File: src/rtl/mem_access_pkg.sv
// ---------------------------------------------------------------------------
// mem_access_pkg
// Shared definitions for the load/store unit: access-size encodings, the
// controller state type and an alignment helper used at request accept.
// ---------------------------------------------------------------------------
package mem_access_pkg;

  localparam logic [1:0] SIZE_B = 2'b00;
  localparam logic [1:0] SIZE_H = 2'b01;
  localparam logic [1:0] SIZE_W = 2'b10;
  localparam logic [1:0] SIZE_X = 2'b11;

  typedef enum logic [1:0] {
    IDLE  = 2'b00,
    READ  = 2'b01,
    WRITE = 2'b10,
    RESP  = 2'b11
  } state_t;

  // True when the size code is illegal or the byte offset does not match
  // the natural alignment of the access.
  function automatic logic bad_size_or_align(input logic [1:0] size,
                                             input logic [1:0] off);
    case (size)
      SIZE_B:  bad_size_or_align = 1'b0;
      SIZE_H:  bad_size_or_align = off[0];
      SIZE_W:  bad_size_or_align = |off;
      SIZE_X:  bad_size_or_align = 1'b1;
      default: bad_size_or_align = 1'b1;
    endcase
  endfunction

endpackage

File: src/rtl/mem_lane_align.sv
// ---------------------------------------------------------------------------
// mem_lane_align
// Combinational little-endian lane steering for 32-bit word memory.
//   byte_off      : byte offset within the word (addr[1:0])
//   size          : SIZE_B / SIZE_H / SIZE_W
//   lane_unsigned : 1 = zero-extend loads, 0 = sign-extend
//   word_in       : word as read from RAM
//   store_data    : right-aligned store data
//   load_data     : selected lane, extended to 32 bits
//   merged_word   : word_in with the addressed lane(s) replaced by store_data
// ---------------------------------------------------------------------------
module mem_lane_align
  import mem_access_pkg::*;
(
  input  logic [1:0]  byte_off,
  input  logic [1:0]  size,
  input  logic        lane_unsigned,
  input  logic [31:0] word_in,
  input  logic [31:0] store_data,
  output logic [31:0] load_data,
  output logic [31:0] merged_word
);

  logic [7:0]  lane_b;
  logic [15:0] lane_h;

  always_comb begin
    load_data   = '0;
    merged_word = word_in;
    lane_b      = word_in[{byte_off, 3'b000} +: 8];
    lane_h      = byte_off[1] ? word_in[31:16] : word_in[15:0];
    case (size)
      SIZE_B: begin
        load_data = {{24{~lane_unsigned & lane_b[7]}}, lane_b};
        merged_word[{byte_off, 3'b000} +: 8] = store_data[7:0];
      end
      SIZE_H: begin
        load_data = {{16{~lane_unsigned & lane_h[15]}}, lane_h};
        merged_word[{byte_off[1], 4'b0000} +: 16] = store_data[15:0];
      end
      SIZE_W: begin
        load_data   = word_in;
        merged_word = store_data;
      end
      default: begin
        load_data   = '0;
        merged_word = word_in;
      end
    endcase
  end

endmodule

File: src/rtl/mem_access_unit.sv
// ---------------------------------------------------------------------------
// mem_access_unit
// Load/store unit between the core memory stage and a 32-bit word RAM.
// Byte-addressed requests arrive over valid/ready; sub-word loads are
// extracted and extended, sub-word stores are done as read-modify-write.
//   clk, reset                : clock, synchronous active-high reset
//   req_valid/req_ready       : request handshake (ready only in IDLE)
//   req_we/addr/size/unsigned/wdata : request fields
//   rsp_valid/rsp_rdata/rsp_error   : one-cycle response pulse
//   address/write_data/MemWrite/MemRead/read_data : RAM port
//
// state | meaning
// ------+--------------------------------------------------------------
// IDLE  | ready; accept and classify a request
// READ  | RAM word read, MemRead high, word captured at cycle end
// WRITE | MemWrite high with the merged (or full) word
// RESP  | rsp_valid pulse with rdata / error
// ---------------------------------------------------------------------------
module mem_access_unit
  import mem_access_pkg::*;
#(
  parameter  int profundidad = 1024,
  localparam int AW          = $clog2(profundidad)
) (
  input  logic          clk,
  input  logic          reset,
  input  logic          req_valid,
  output logic          req_ready,
  input  logic          req_we,
  input  logic [31:0]   req_addr,
  input  logic [1:0]    req_size,
  input  logic          req_unsigned,
  input  logic [31:0]   req_wdata,
  output logic          rsp_valid,
  output logic [31:0]   rsp_rdata,
  output logic          rsp_error,
  output logic [AW-1:0] address,
  output logic [31:0]   write_data,
  output logic          MemWrite,
  output logic          MemRead,
  input  logic [31:0]   read_data
);

  localparam logic [31:0] PROF_W = 32'(profundidad);

  state_t      state;
  logic [1:0]  off_q;
  logic [1:0]  size_q;
  logic        we_q;
  logic        uns_q;
  logic [31:0] wdata_q;
  logic        mem_write_q;

  logic [29:0]   req_word_idx;
  logic [AW-1:0] req_word;
  logic          req_err;
  logic [31:0]   load_data;
  logic [31:0]   merged_word;

  assign req_word_idx = req_addr[31:2];
  assign req_word     = req_addr[AW+1:2];
  assign req_err      = bad_size_or_align(req_size, req_addr[1:0]) ||
                        ({2'b00, req_word_idx} >= PROF_W);

  // Ready is a pure state decode, held low for the whole reset cycle so no
  // request can be considered accepted while the unit is being cleared.
  assign req_ready = (state == IDLE) && !reset;

  // A reset arriving in WRITE must not corrupt RAM, so the strobe is gated
  // combinationally rather than waiting for the register to clear.
  assign MemWrite = mem_write_q && !reset;

  // Lane steering works on the live RAM word during READ; the resulting
  // merged word is captured into write_data at the end of READ, which is
  // the word register feeding the WRITE cycle.
  mem_lane_align u_align (
    .byte_off      (off_q),
    .size          (size_q),
    .lane_unsigned (uns_q),
    .word_in       (read_data),
    .store_data    (wdata_q),
    .load_data     (load_data),
    .merged_word   (merged_word)
  );

  always_ff @(posedge clk) begin
    if (reset) begin
      state       <= IDLE;
      off_q       <= '0;
      size_q      <= SIZE_B;
      we_q        <= 1'b0;
      uns_q       <= 1'b0;
      wdata_q     <= '0;
      address     <= '0;
      write_data  <= '0;
      mem_write_q <= 1'b0;
      MemRead     <= 1'b0;
      rsp_valid   <= 1'b0;
      rsp_rdata   <= '0;
      rsp_error   <= 1'b0;
    end else begin
      rsp_valid <= 1'b0;
      case (state)
        IDLE: begin
          if (req_valid) begin
            off_q   <= req_addr[1:0];
            size_q  <= req_size;
            we_q    <= req_we;
            uns_q   <= req_unsigned;
            wdata_q <= req_wdata;
            if (req_err) begin
              state     <= RESP;
              rsp_valid <= 1'b1;
              rsp_error <= 1'b1;
              rsp_rdata <= '0;
            end else if (req_we && (req_size == SIZE_W)) begin
              state       <= WRITE;
              address     <= req_word;
              write_data  <= req_wdata;
              mem_write_q <= 1'b1;
            end else begin
              state   <= READ;
              address <= req_word;
              MemRead <= 1'b1;
            end
          end
        end

        READ: begin
          MemRead <= 1'b0;
          if (we_q) begin
            state       <= WRITE;
            write_data  <= merged_word;
            mem_write_q <= 1'b1;
          end else begin
            state     <= RESP;
            address   <= '0;
            rsp_valid <= 1'b1;
            rsp_rdata <= load_data;
            rsp_error <= 1'b0;
          end
        end

        WRITE: begin
          state       <= RESP;
          address     <= '0;
          write_data  <= '0;
          mem_write_q <= 1'b0;
          rsp_valid   <= 1'b1;
          rsp_rdata   <= '0;
          rsp_error   <= 1'b0;
        end

        RESP: begin
          state     <= IDLE;
          rsp_rdata <= '0;
          rsp_error <= 1'b0;
        end

        default: state <= IDLE;
      endcase
    end
  end

endmodule
File: config.mk
export PLATFORM = sky130hd
export DESIGN_NAME = mem_access_unit
export DESIGN_NICKNAME = d
export VERILOG_FILES = /design/src/rtl/mem_access_pkg.sv /design/src/rtl/mem_lane_align.sv /design/src/rtl/mem_access_unit.sv
export SDC_FILE = /design/constraint.sdc
export NUM_CORES = 1
export LEC_CHECK = 0
export BUFFER_PORTS_ARGS = -buffer_cell sky130_fd_sc_hd__buf_4
export CAP_MARGIN = 20
export CORE_MARGIN = 1.5
export CORE_UTILIZATION = 25
export CTS_BUF_LIST = sky130_fd_sc_hd__clkbuf_16
export CTS_CLUSTER_DIAMETER = 80
export CTS_CLUSTER_SIZE = 40
export DETAILED_ROUTE_END_ITERATION = 6
export SLEW_MARGIN = 30
export SYNTH_ARGS = -nofsm -noshare
export SYNTH_HDL_FRONTEND = slang
export SYNTH_SLANG_ARGS = --single-unit
File: constraint.sdc
create_clock -name clk -period 7.1 [get_ports clk]
set_input_delay 0.355 -clock clk [delete_from_list [all_inputs] [get_ports clk]]
set_output_delay 0.355 -clock clk [all_outputs]
set_load 0.005 [all_outputs]
# [After elaboration in Yosys (flattened, before gate mapping)]
# Index checks and enable logic that the tools add are counted.
[totals] regBits=118 in_bits=103 out_inout_bits=79 word_cells=97
[classes] addsub=2 order_cmp=1 eq_ne=15 shifts=5 n_mux=41 bitwise=3 reduce_logical=17
[op_table] cell="$pmux 32 s3" count=4
[op_table] cell="$mux 32" count=7
[op_table] cell="$bwmux 32" count=2
[op_table] cell="$shift 16x7->32 const A" count=1
[op_table] cell="$shift 8x7->32 const A" count=1
[op_table] cell="$shiftx 16x7->32" count=1
[op_table] cell="$shiftx 32x6->8" count=1
[op_table] cell="$shiftx 8x7->32" count=1
[op_table] cell="$ge 30x11->1 const B" count=1
[op_table] cell="$mux 10" count=3
[op_table] cell="$pmux 10 s3" count=1
[op_table] cell="$mux 16" count=1
[op_table] cell="$mux 1" count=14
[op_table] cell="$neg 5->7" count=2
[op_table] cell="$ne 2x2->1 const B" count=6
[op_table] cell="$eq 2x2->1 const B" count=5
[op_table] cell="$pmux 1 s3" count=3
[op_table] cell="$pmux 2 s4" count=1
[op_table] cell="$reduce_and 4->1" count=2
[op_table] cell="$eq 2x1->1 const B" count=3
[op_table] cell="$logic_not 2->1" count=3
[op_table] cell="$mux 2" count=3
[op_table] cell="$reduce_and 5->1" count=1
[op_table] cell="$pmux 1 s4" count=1
[op_table] cell="other kinds (12)" count=16

# [Depth between registers and ports, before layout]
# Gate-level depths: netlist (run 1).
[depth] ltp_word=6 mapped_depth=10 mapped_depth_nobuf=7

# [By module]
# A second synthesis (run 1) with hierarchy kept.
[hier_totals] hier_cells=859 area_unflattened_um2=7254.5
[modules_own_cells] mod="mem_access_unit" n_inst=1 cells_each=544 area_each_um2=4889.7 seq_area_each_um2=2362.3
[modules_own_cells] mod="mem_lane_align" n_inst=1 cells_each=315 area_each_um2=2364.8 seq_area_each_um2=0.0

# [Least setup slack after synthesis (run 1)]
# OpenSTA, ideal clock, no wires.
[synth_path] path_type="reg2reg" start="register off_q[1]" end="register write_data[30]" setup_ps=70 arrival_time_ps=2367 t_required_ps=7030 slack_ps=4662 stages_incl_launch_ff=9 n_path_buf=1 synth_period_minus_slack_ps=2438 path_cell_list="dfxtp_1 -> buf_2 -> inv_2 -> ha_1 -> nor4b_2 -> and3_1 -> a211oi_1 -> or4_1 -> a21oi_1"
[synth_between] elab_chain_len=6 elab_cells_between_ends=11 classes_between="add/sub: 2; shift: 4; mux: 5"
[synth_lines] item="start: declaration" line="mem_access_unit.sv:47" text="logic [1:0] off_q;"
[synth_lines] item="start signal: assignment" line="mem_access_unit.sv:106" text="off_q <= req_addr[1:0];"
[synth_lines] item="$neg 5->7, on equally long branches" line="mem_lane_align.sv:39, mem_lane_align.sv:35"
[synth_lines] item="$shiftx 16x7->32 (tied with other cells)" line="mem_lane_align.sv:39" text="merged_word[{byte_off[1], 4'b0000} +: 16] = store_data[15:0];"
[synth_lines] item="$bwmux 32, on equally long branches" line="mem_lane_align.sv:39, mem_lane_align.sv:35"
[synth_lines] item="$pmux 32 s3 *" line="mem_lane_align.sv:32" text="case (size)"
[synth_lines] item="$mux 32 *" line="mem_access_unit.sv:131" text="if (we_q) begin"
[synth_lines] item="$pmux 32 s3 *" line="mem_access_unit.sv:103" text="case (state)"
[synth_lines] item="end signal: assignment" line="mem_access_unit.sv:119" text="write_data <= req_wdata;"
[synth_lines] item="end signal: assignment" line="mem_access_unit.sv:133" text="write_data <= merged_word;"
[synth_lines] item="end: declaration" line="mem_access_unit.sv:38" text="output logic [31:0] write_data,"
# Mark *: on every way between the ends. The rest lies on a longest branch, timed or not. The select of a mux whose other input is x is not followed.
# A chain may end at the register's enable or synchronous reset.

# [Worst setup path in the final report (run 1)]
[layout_path] start="register off_q[0]" end="register write_data[30]"
[layout_between] elab_chain_len=6 elab_cells_between_ends=7 classes_between="add/sub: 1; shift: 2; mux: 4"
[layout_lines] item="$neg 5->7 *" line="mem_lane_align.sv:35" text="merged_word[{byte_off, 3'b000} +: 8] = store_data[7:0];"
[layout_lines] item="$shiftx 8x7->32 or $shift 8x7->32 (tied branches)" line="mem_lane_align.sv:35"
[layout_lines] item="$bwmux 32 *" line="mem_lane_align.sv:35"
[layout_lines] item="$pmux 32 s3 *" line="mem_lane_align.sv:32"
[layout_lines] item="$mux 32 *" line="mem_access_unit.sv:131"
[layout_lines] item="$pmux 32 s3 *" line="mem_access_unit.sv:103"
# Marks and branches as above.

==> results of run 1 <==
## tightest hold or removal path, cell delays in order
cell and delay, ns:
buf_4 0.11, nand2_1 0.05, a21oi_1 0.05
## power breakdown
part | switching [mW] | total, mW | internal (mW) | leakage, nW
combinational | 0.896 | 1.50 | 0.607 | 2.25
sequential | 0.124 | 0.954 | 0.830 | 0.966
clock | 0.335 | 0.924 | 0.590 | 0.303
## metrics by stage
| stage | instance area, um2 | setup slack (ns) | hold WS (ns) | util [%] |
|---|---|---|---|---|
| global placement | 8260 | 4.27 | 0.443 | 31.7 |
| finish | 8890 | 4.17 | 0.189 | 34.1 |
| CTS | 8890 | 4.26 | 0.176 | 34.1 |
| detailed placement | 8260 | 4.27 | 0.448 | 31.7 |
| global route | 8890 | 4.01 | 0.185 | 34.1 |
| floorplan | 6650 | 4.66 | 0.436 | - |
## Yosys cell counts, types with 3 or more instances
master / instances / share of area [%]
nor3_1: 8 / 0.60
buf_1: 10 / 0.56
a22o_1: 9 / 1.2
a22oi_1: 8 / 0.90
nand2_1: 121 / 6.8
a21oi_1: 111 / 8.4
buf_4: 3 / 0.34
nand2b_1: 46 / 4.3
o211ai_1: 8 / 0.90
and3b_1: 3 / 0.40
buf_2: 17 / 1.3
o221ai_1: 8 / 1.1
a221oi_1: 9 / 1.2
inv_1: 10 / 0.56
nor4_2: 6 / 1.1
nor2_1: 14 / 0.79
mux2i_1: 57 / 8.6
nand3_1: 31 / 2.3
o21ai_0: 59 / 4.4
nor2b_1: 8 / 0.75
o2111ai_1: 5 / 0.66
dfxtp_1: 118 / 36
nand4_1: 11 / 1.0
clkbuf_1: 37 / 2.1
clkinv_1: 3 / 0.17
and2_1: 19 / 1.8
a211oi_1: 40 / 4.5
ha_1: 10 / 1.9
a222oi_1: 8 / 1.2
## kinds of logic (layout without fill, tap and decap cells)
logic type / count (synthesis) / count (layout)
compound gates: 284 / 284
fa+ha+maj: 10 / 10
buf+inv: 82 / 239
flops: 118 / 118
mux: 60 / 60
other cells: 0 / 1
simple gates: 276 / 276
## metal layers
layer	routed length (um)	GRT usage [%]
met1	11300	24.8
met5	0	0
met4	636	7.09
met2	12000	29.0
met3	2370	4.62
## path summary, 6_finish.rpt
kind | cells after the start | slack [ns] | startpoint | endpoint
min | 3 | 0.19 | req_wdata[11] | wdata_q[11]$_SDFFE_PP0P_
max | 7 | 4.17 | off_q[0]$_SDFFE_PP0P_ | write_data[30]$_SDFFE_PP0P_
max reg2reg | 7 | 4.17 | off_q[0]$_SDFFE_PP0P_ | write_data[30]$_SDFFE_PP0P_
min reg2reg | 2 | 0.46 | wdata_q[16]$_SDFFE_PP0P_ | wdata_q[16]$_SDFFE_PP0P_
## state kept, by name, indices dropped and copies added (netlist names)
register,flops
MemRead,1
address,10
mem_write_q,1
off_q,2
rsp_error,1
rsp_rdata,32
rsp_valid,1
size_q,2
state,2
uns_q,1
wdata_q,32
we_q,1
write_data,32
## layout make-up
cell class              instances  area share, %
multi-input cells             630           44.7
flip-flops and latches        118           26.6
repair buffers                193           16.3
clock buffers                  17           4.78
well taps                     335           4.71
clock inverters                15           2.28
inverters                      14          0.605
diodes                          1         0.0281
==> reports/qor.txt, run 1 <==
CTS buffer count = 17
Register area share after synthesis = 35.5%
CP peak stage delay = 0.58 ns
Overall power = 3.38 mW
Final number of hold-violating endpoints = 0
Lkg Pwr = 3.52 nW
Vias per Instance = 5.35
Cells after synthesis = 830
GR Overflow Total = 0
Failing checks = DRC
Synth warnings = 0
CTS clock-pin slew for the worst setup and hold paths = 0.06 ns
Multi-input logic area = 3980 um2
Critical-path cell list = clkinv_1 > ha_1 > nor4b_2 > and3_1 > a211oi_1 > or4_1 > a21oi_1
Post-synthesis xor/xnor area fraction = 0%
Slowest-stage cell, CP = nor4b_2
1st-iter DRT viols = 760
Post-route DRC = 1
CP max FO = 11
Vias = 7084
Power Density = 380 nW/um2
Flops & latches, synth = 118
Fin crit period = 2.93 ns
Total core area = 26100 um2
Syn Area/Cell = 8.02 um2
Endpoints failing setup = 0
# fillers = 2768
Worst-margin pin slew = 0.949 ns
Setup repair bufs after CTS = 0
Die height = 166 um
Seq. cell area = 2360 um2
Crit share post-route = 41.3%
Total GRT Usage = 18.7%
FMAX = 341 MHz
Unrepaired setup endpoints after global routing = no
Post-CTS Resized = 0
Synth Area in Simple Gates = 21.2%
Clock Skews = 0.0105 ns
Synth Area in Compound Gates = 27.1%
HPWL after DPL = 19000 um
Final ANT Viol Nets = 0
Dominant synthesized flop cell = dfxtp_1
Synth Net Count = 943
Main combinational cell family by area after synthesis = compound AO/OA/AOI/OAI gates
Fin. max-slew vios = 0
WP buf/inv = 1
Hold Crit Class = in -> reg
Netlist cell types = 55
Initial DRT Pass Iterations = 7
Row Count = 59
VDD IR-drop max = 0.233 mV
Routed wire length = 26400 um
Total of max-cap violations = 0
EDFF count, synth = 0
Clock root buffer = clkbuf_16
Async S/R FF share, synth = 0%
Clock latency on the worst-skew pair = 0.42 ns
Port Buffers = 181
Most common cell after layout, fill and taps aside = buf_4
Fin cells = 1323
Synth Cell Area = 6650 um2
CTS tree = done
CP required = 7.44 ns
First-pass GRT wire length = 40000 um
Critical Path AT = 3.27 ns
Placed insts = 1290
Critical path's top delay family = simple AND/OR/NAND/NOR gates
Crit Path Category = reg -> reg
Crit start category = register
Synthesis-to-layout area growth = 33.7%
Setup_tns = 0 ns
Clock tree buffer depth = 2
Routed length per placed instance = 19.9 um
Number of hold buffers added after CTS = 0
Commonest cells after routing, fill and taps aside = buf_4 (193), nand2_1 (120), dfxtp_1 (118), a21oi_1 (111), o21ai_0 (59)
I/O pin count = 182
Outcome = finished with violations
Final Net Count = 1087
Clk sinks = 118
Initial antenna violation count = 1
RePlAce Congestion = 0.842
Element type at the critical path end = register
Layout cell share with drive strength beyond 1 = 25.1%
Relative slew slack = 36.6%
Mux share of post-synthesis cell area = 9.25%
Largest net degree at the start of global routing = 63
Initial Util = 25.5%
Vias in the first global route = 6756
Synth Area in Adders = 1.88%
Die ar. = 27600 um2
Die Wd = 166 um
H-tree levels = 4
(Power assumes the default switching activity.)
==> inputs of run 2 (changes only) <==
==> constraint.sdc (replaced) <==
create_clock -name clk -period 2.9 [get_ports clk]
set_input_delay 0.145 -clock clk [delete_from_list [all_inputs] [get_ports clk]]
set_output_delay 0.145 -clock clk [all_outputs]
set_load 0.005 [all_outputs]
==> run 2 against run 1 <==
Effect of this change:
- largest cell class unchanged
- the run still ends with DRC left
- cell count increased by 3.7%
- register-to-register slack got worse by 3.9 ns
- via count increased by 0.76%
- sequential power increased by 150%
- final area increased by 4.6%
- critical endpoint is now write_data[15]$_SDFFE_PP0P_
- sequential share of layout area decreased by 1.2 points
- non-clock buffer count increased by 49
- clock power increased by 130%
==> reports/qor.txt, run 2 (synthesized netlist as in run 1, its figures left out) <==
FMAX = 384 MHz (was 341 MHz)
CTS tree = done (unchanged)
CP required = 3.22 ns (was 7.44 ns)
Metal2 WL = 11700 um (was 12000 um)
Routed length per placed instance = 19.0 um (was 19.9 um)
Post-CTS Resized = 0 (unchanged)
Die Wd = 166 um (unchanged)
Most frequent CP cell = nand3_1
Final Util = 35.7% (was 34.1%)
Initial Util = 25.5% (unchanged)
Unrepaired setup endpoints after global routing = no (unchanged)
Endpoints failing setup = 0 (unchanged)
Post-Place Worst Slack = 0.348 ns (was 4.27 ns)
Total of max-cap violations = 0 (unchanged)
Port Buffers = 181 (unchanged)
Crit start category = register (unchanged)
Int Pwr = 4.96 mW (was 2.03 mW)
Clock root buffer = clkbuf_16 (unchanged)
VDD IR-drop max = 0.400 mV (was 0.233 mV)
DRT met1 WL = 11600 um (was 11300 um)
R2R depth = 8 (was 7)
Initial antenna violation count = 1 (unchanged)
Routed wire length = 26000 um (was 26400 um)
Vias per Instance = 5.20 (was 5.35)
Final ANT Viol Nets = 0 (unchanged)
First-pass GRT wire length = 40000 um (about the same)
Power Density = 886 nW/um2 (was 380 nW/um2)
Failing checks = DRC (unchanged)
Worst-margin pin slew = 0.929 ns (was 0.949 ns)
Critical Path AT = 2.92 ns (was 3.27 ns)
Most common cell after layout, fill and taps aside = buf_4 (unchanged)
HPWL after DPL = 19000 um (about the same)
Post-DP Area = 8380 um2 (was 8260 um2)
Clock tree buffer depth = 2 (unchanged)
Slowest-stage cell, CP = dfxtp_1 (was nor4b_2)
Met3 wire length = 2060 um (was 2370 um)
Sw Share = 39.8% (was 40.1%)
Top Layer Used = met4 (unchanged)
Fin. max-slew vios = 0 (unchanged)
Overall power = 8.24 mW (was 3.38 mW)
CP peak stage delay = 0.51 ns (was 0.58 ns)
Fin crit period = 2.60 ns (was 2.93 ns)
Die height = 166 um (unchanged)
Total core area = 26100 um2 (unchanged)
Commonest cells after routing, fill and taps aside = buf_4 (206), nand2_1 (121), dfxtp_1 (118), a21oi_1 (111), o21ai_0 (59) (was buf_4 (193), nand2_1 (120), dfxtp_1 (118), a21oi_1 (111), o21ai_0 (59))
I/O pin count = 182 (unchanged)
Hold Crit Depth = 3 (unchanged)
Hold Crit Class = in -> reg (unchanged)
Largest net degree at the start of global routing = 59 (was 63)
Critical-path cell list = clkinv_1 > ha_1 > nor4bb_1 > buf_4 > nand3_1 > nand3_1 > a21oi_1 > a211oi_1 (was clkinv_1 > ha_1 > nor4b_2 > and3_1 > a211oi_1 > or4_1 > a21oi_1)
Post-route DRC = 1 (unchanged)
Clock latency on the worst-skew pair = 0.42 ns (about the same)
H-tree levels = 4 (unchanged)
Relative slew slack = 37.6% (was 36.6%)
Element type at the critical path end = register (unchanged)
Top Registers = rsp_rdata (32), wdata_q (32), write_data (32) (unchanged)
Final setup margin = 0.299 ns (was 4.17 ns)
Lkg Pwr = 3.73 nW (was 3.52 nW)
Initial DRT Pass Iterations = 7 (unchanged)
Outcome = finished with violations (unchanged)
Final Net Count = 1136 (was 1087)
Comb pwr share = 46.2% (was 44.4%)
Crit share post-route = 89.7% (was 41.3%)
Row Count = 59 (unchanged)
Die ar. = 27600 um2 (unchanged)
GR Overflow Total = 0 (unchanged)
1st-iter DRT viols = 754 (was 760)
Synthesis-to-layout area growth = 39.8% (was 33.7%)
Psw = 3.28 mW (was 1.36 mW)
Vias = 7138 (was 7084)
Crit Path Category = reg -> reg (unchanged)
Layout cell share with drive strength beyond 1 = 24.5% (was 25.1%)
Seq pwr share = 28.4% (was 28.2%)
Clk sinks = 118 (unchanged)
Vias in the first global route = 6816 (was 6756)
Setup repair bufs after CTS = 0 (unchanged)
CP max FO = 11 (unchanged)
Number of hold buffers added after CTS = 35 (was 0)
Final number of hold-violating endpoints = 0 (unchanged)
RePlAce Congestion = 0.953 (was 0.842)
Setup_tns = 0 ns (unchanged)
Clock share of power = 25.4% (was 27.3%)
Design area = 9300 um2 (was 8890 um2)
CTS buffer count = 17 (unchanged)
Total GRT Usage = 18.6% (was 18.7%)
Clock Skews = 0.0125 ns (was 0.0105 ns)
CTS clock-pin slew for the worst setup and hold paths = 0.05 ns (was 0.06 ns)
## run 2: cell count changes in the layout (fill, tap and decap cells not counted), sizes merged
cell         before  now
dlygate4sd3       0   35
clkinvlp          3    2
buf             193  207
clkinv            5    9
inv              17   15
bufinv            4    3
## run 2: final cells by class
type,instances,area (um2)
fillers,2724,16800
clock buffers,17,425
inverters,14,52.6
flip-flops and latches,118,2360
well taps,335,419
diodes,1,2.50
clock inverters,15,148
multi-input cells,630,3980
repair buffers,242,1920
## run 2: power groups by stage
| stage | Sequential (mW) | Clock (mW) | Combinational (mW) |
|---|---|---|---|
| floorplan | 2.29 | 0 | 2.36 |
| global placement | 2.36 | 0 | 3.74 |
| detailed placement | 2.37 | 0 | 3.77 |
| CTS | 2.34 | 2.12 | 3.82 |
| global route | 2.39 | 2.20 | 4.19 |
| finish | 2.34 | 2.09 | 3.81 |
## run 2: final timing paths
check	end	slack [ns]	start
worst max register to register	write_data[15]$_SDFFE_PP0P_	0.30	off_q[0]$_SDFFE_PP0P_
worst min-delay path	wdata_q[29]$_SDFFE_PP0P_	0.01	req_wdata[29]
worst max-delay path	write_data[15]$_SDFFE_PP0P_	0.30	off_q[0]$_SDFFE_PP0P_
worst min register to register	wdata_q[20]$_SDFFE_PP0P_	0.46	wdata_q[20]$_SDFFE_PP0P_
## run 2: per-layer routing
layer  up-vias  GRT usage, %
li1       3432             -
met1      3400          25.0
met2       269          28.5
met3        37          4.65
met4         0          7.05
met5         -             0
## run 2: metrics by stage
| step | hold slack [ns] | cells |
|---|---|---|
| after floorplan | 0.281 | 830 |
| after global placement | 0.406 | 1304 |
| after detailed placement | 0.412 | 1304 |
| after CTS | 0.000400 | 1371 |
| after global routing | 0.00550 | 1372 |
| final | 0.00979 | 1372 |
## run 2: critical path, delay by kind of cell, from the launching register on
family                   cells  cell delay (ns)
flip-flops                   1             0.51
buffers and inverters        2             0.63
adder cells (fa/ha/maj)      1             0.48
AND/OR/NAND/NOR              3             0.57
AO/OA/AOI/OAI                2             0.32
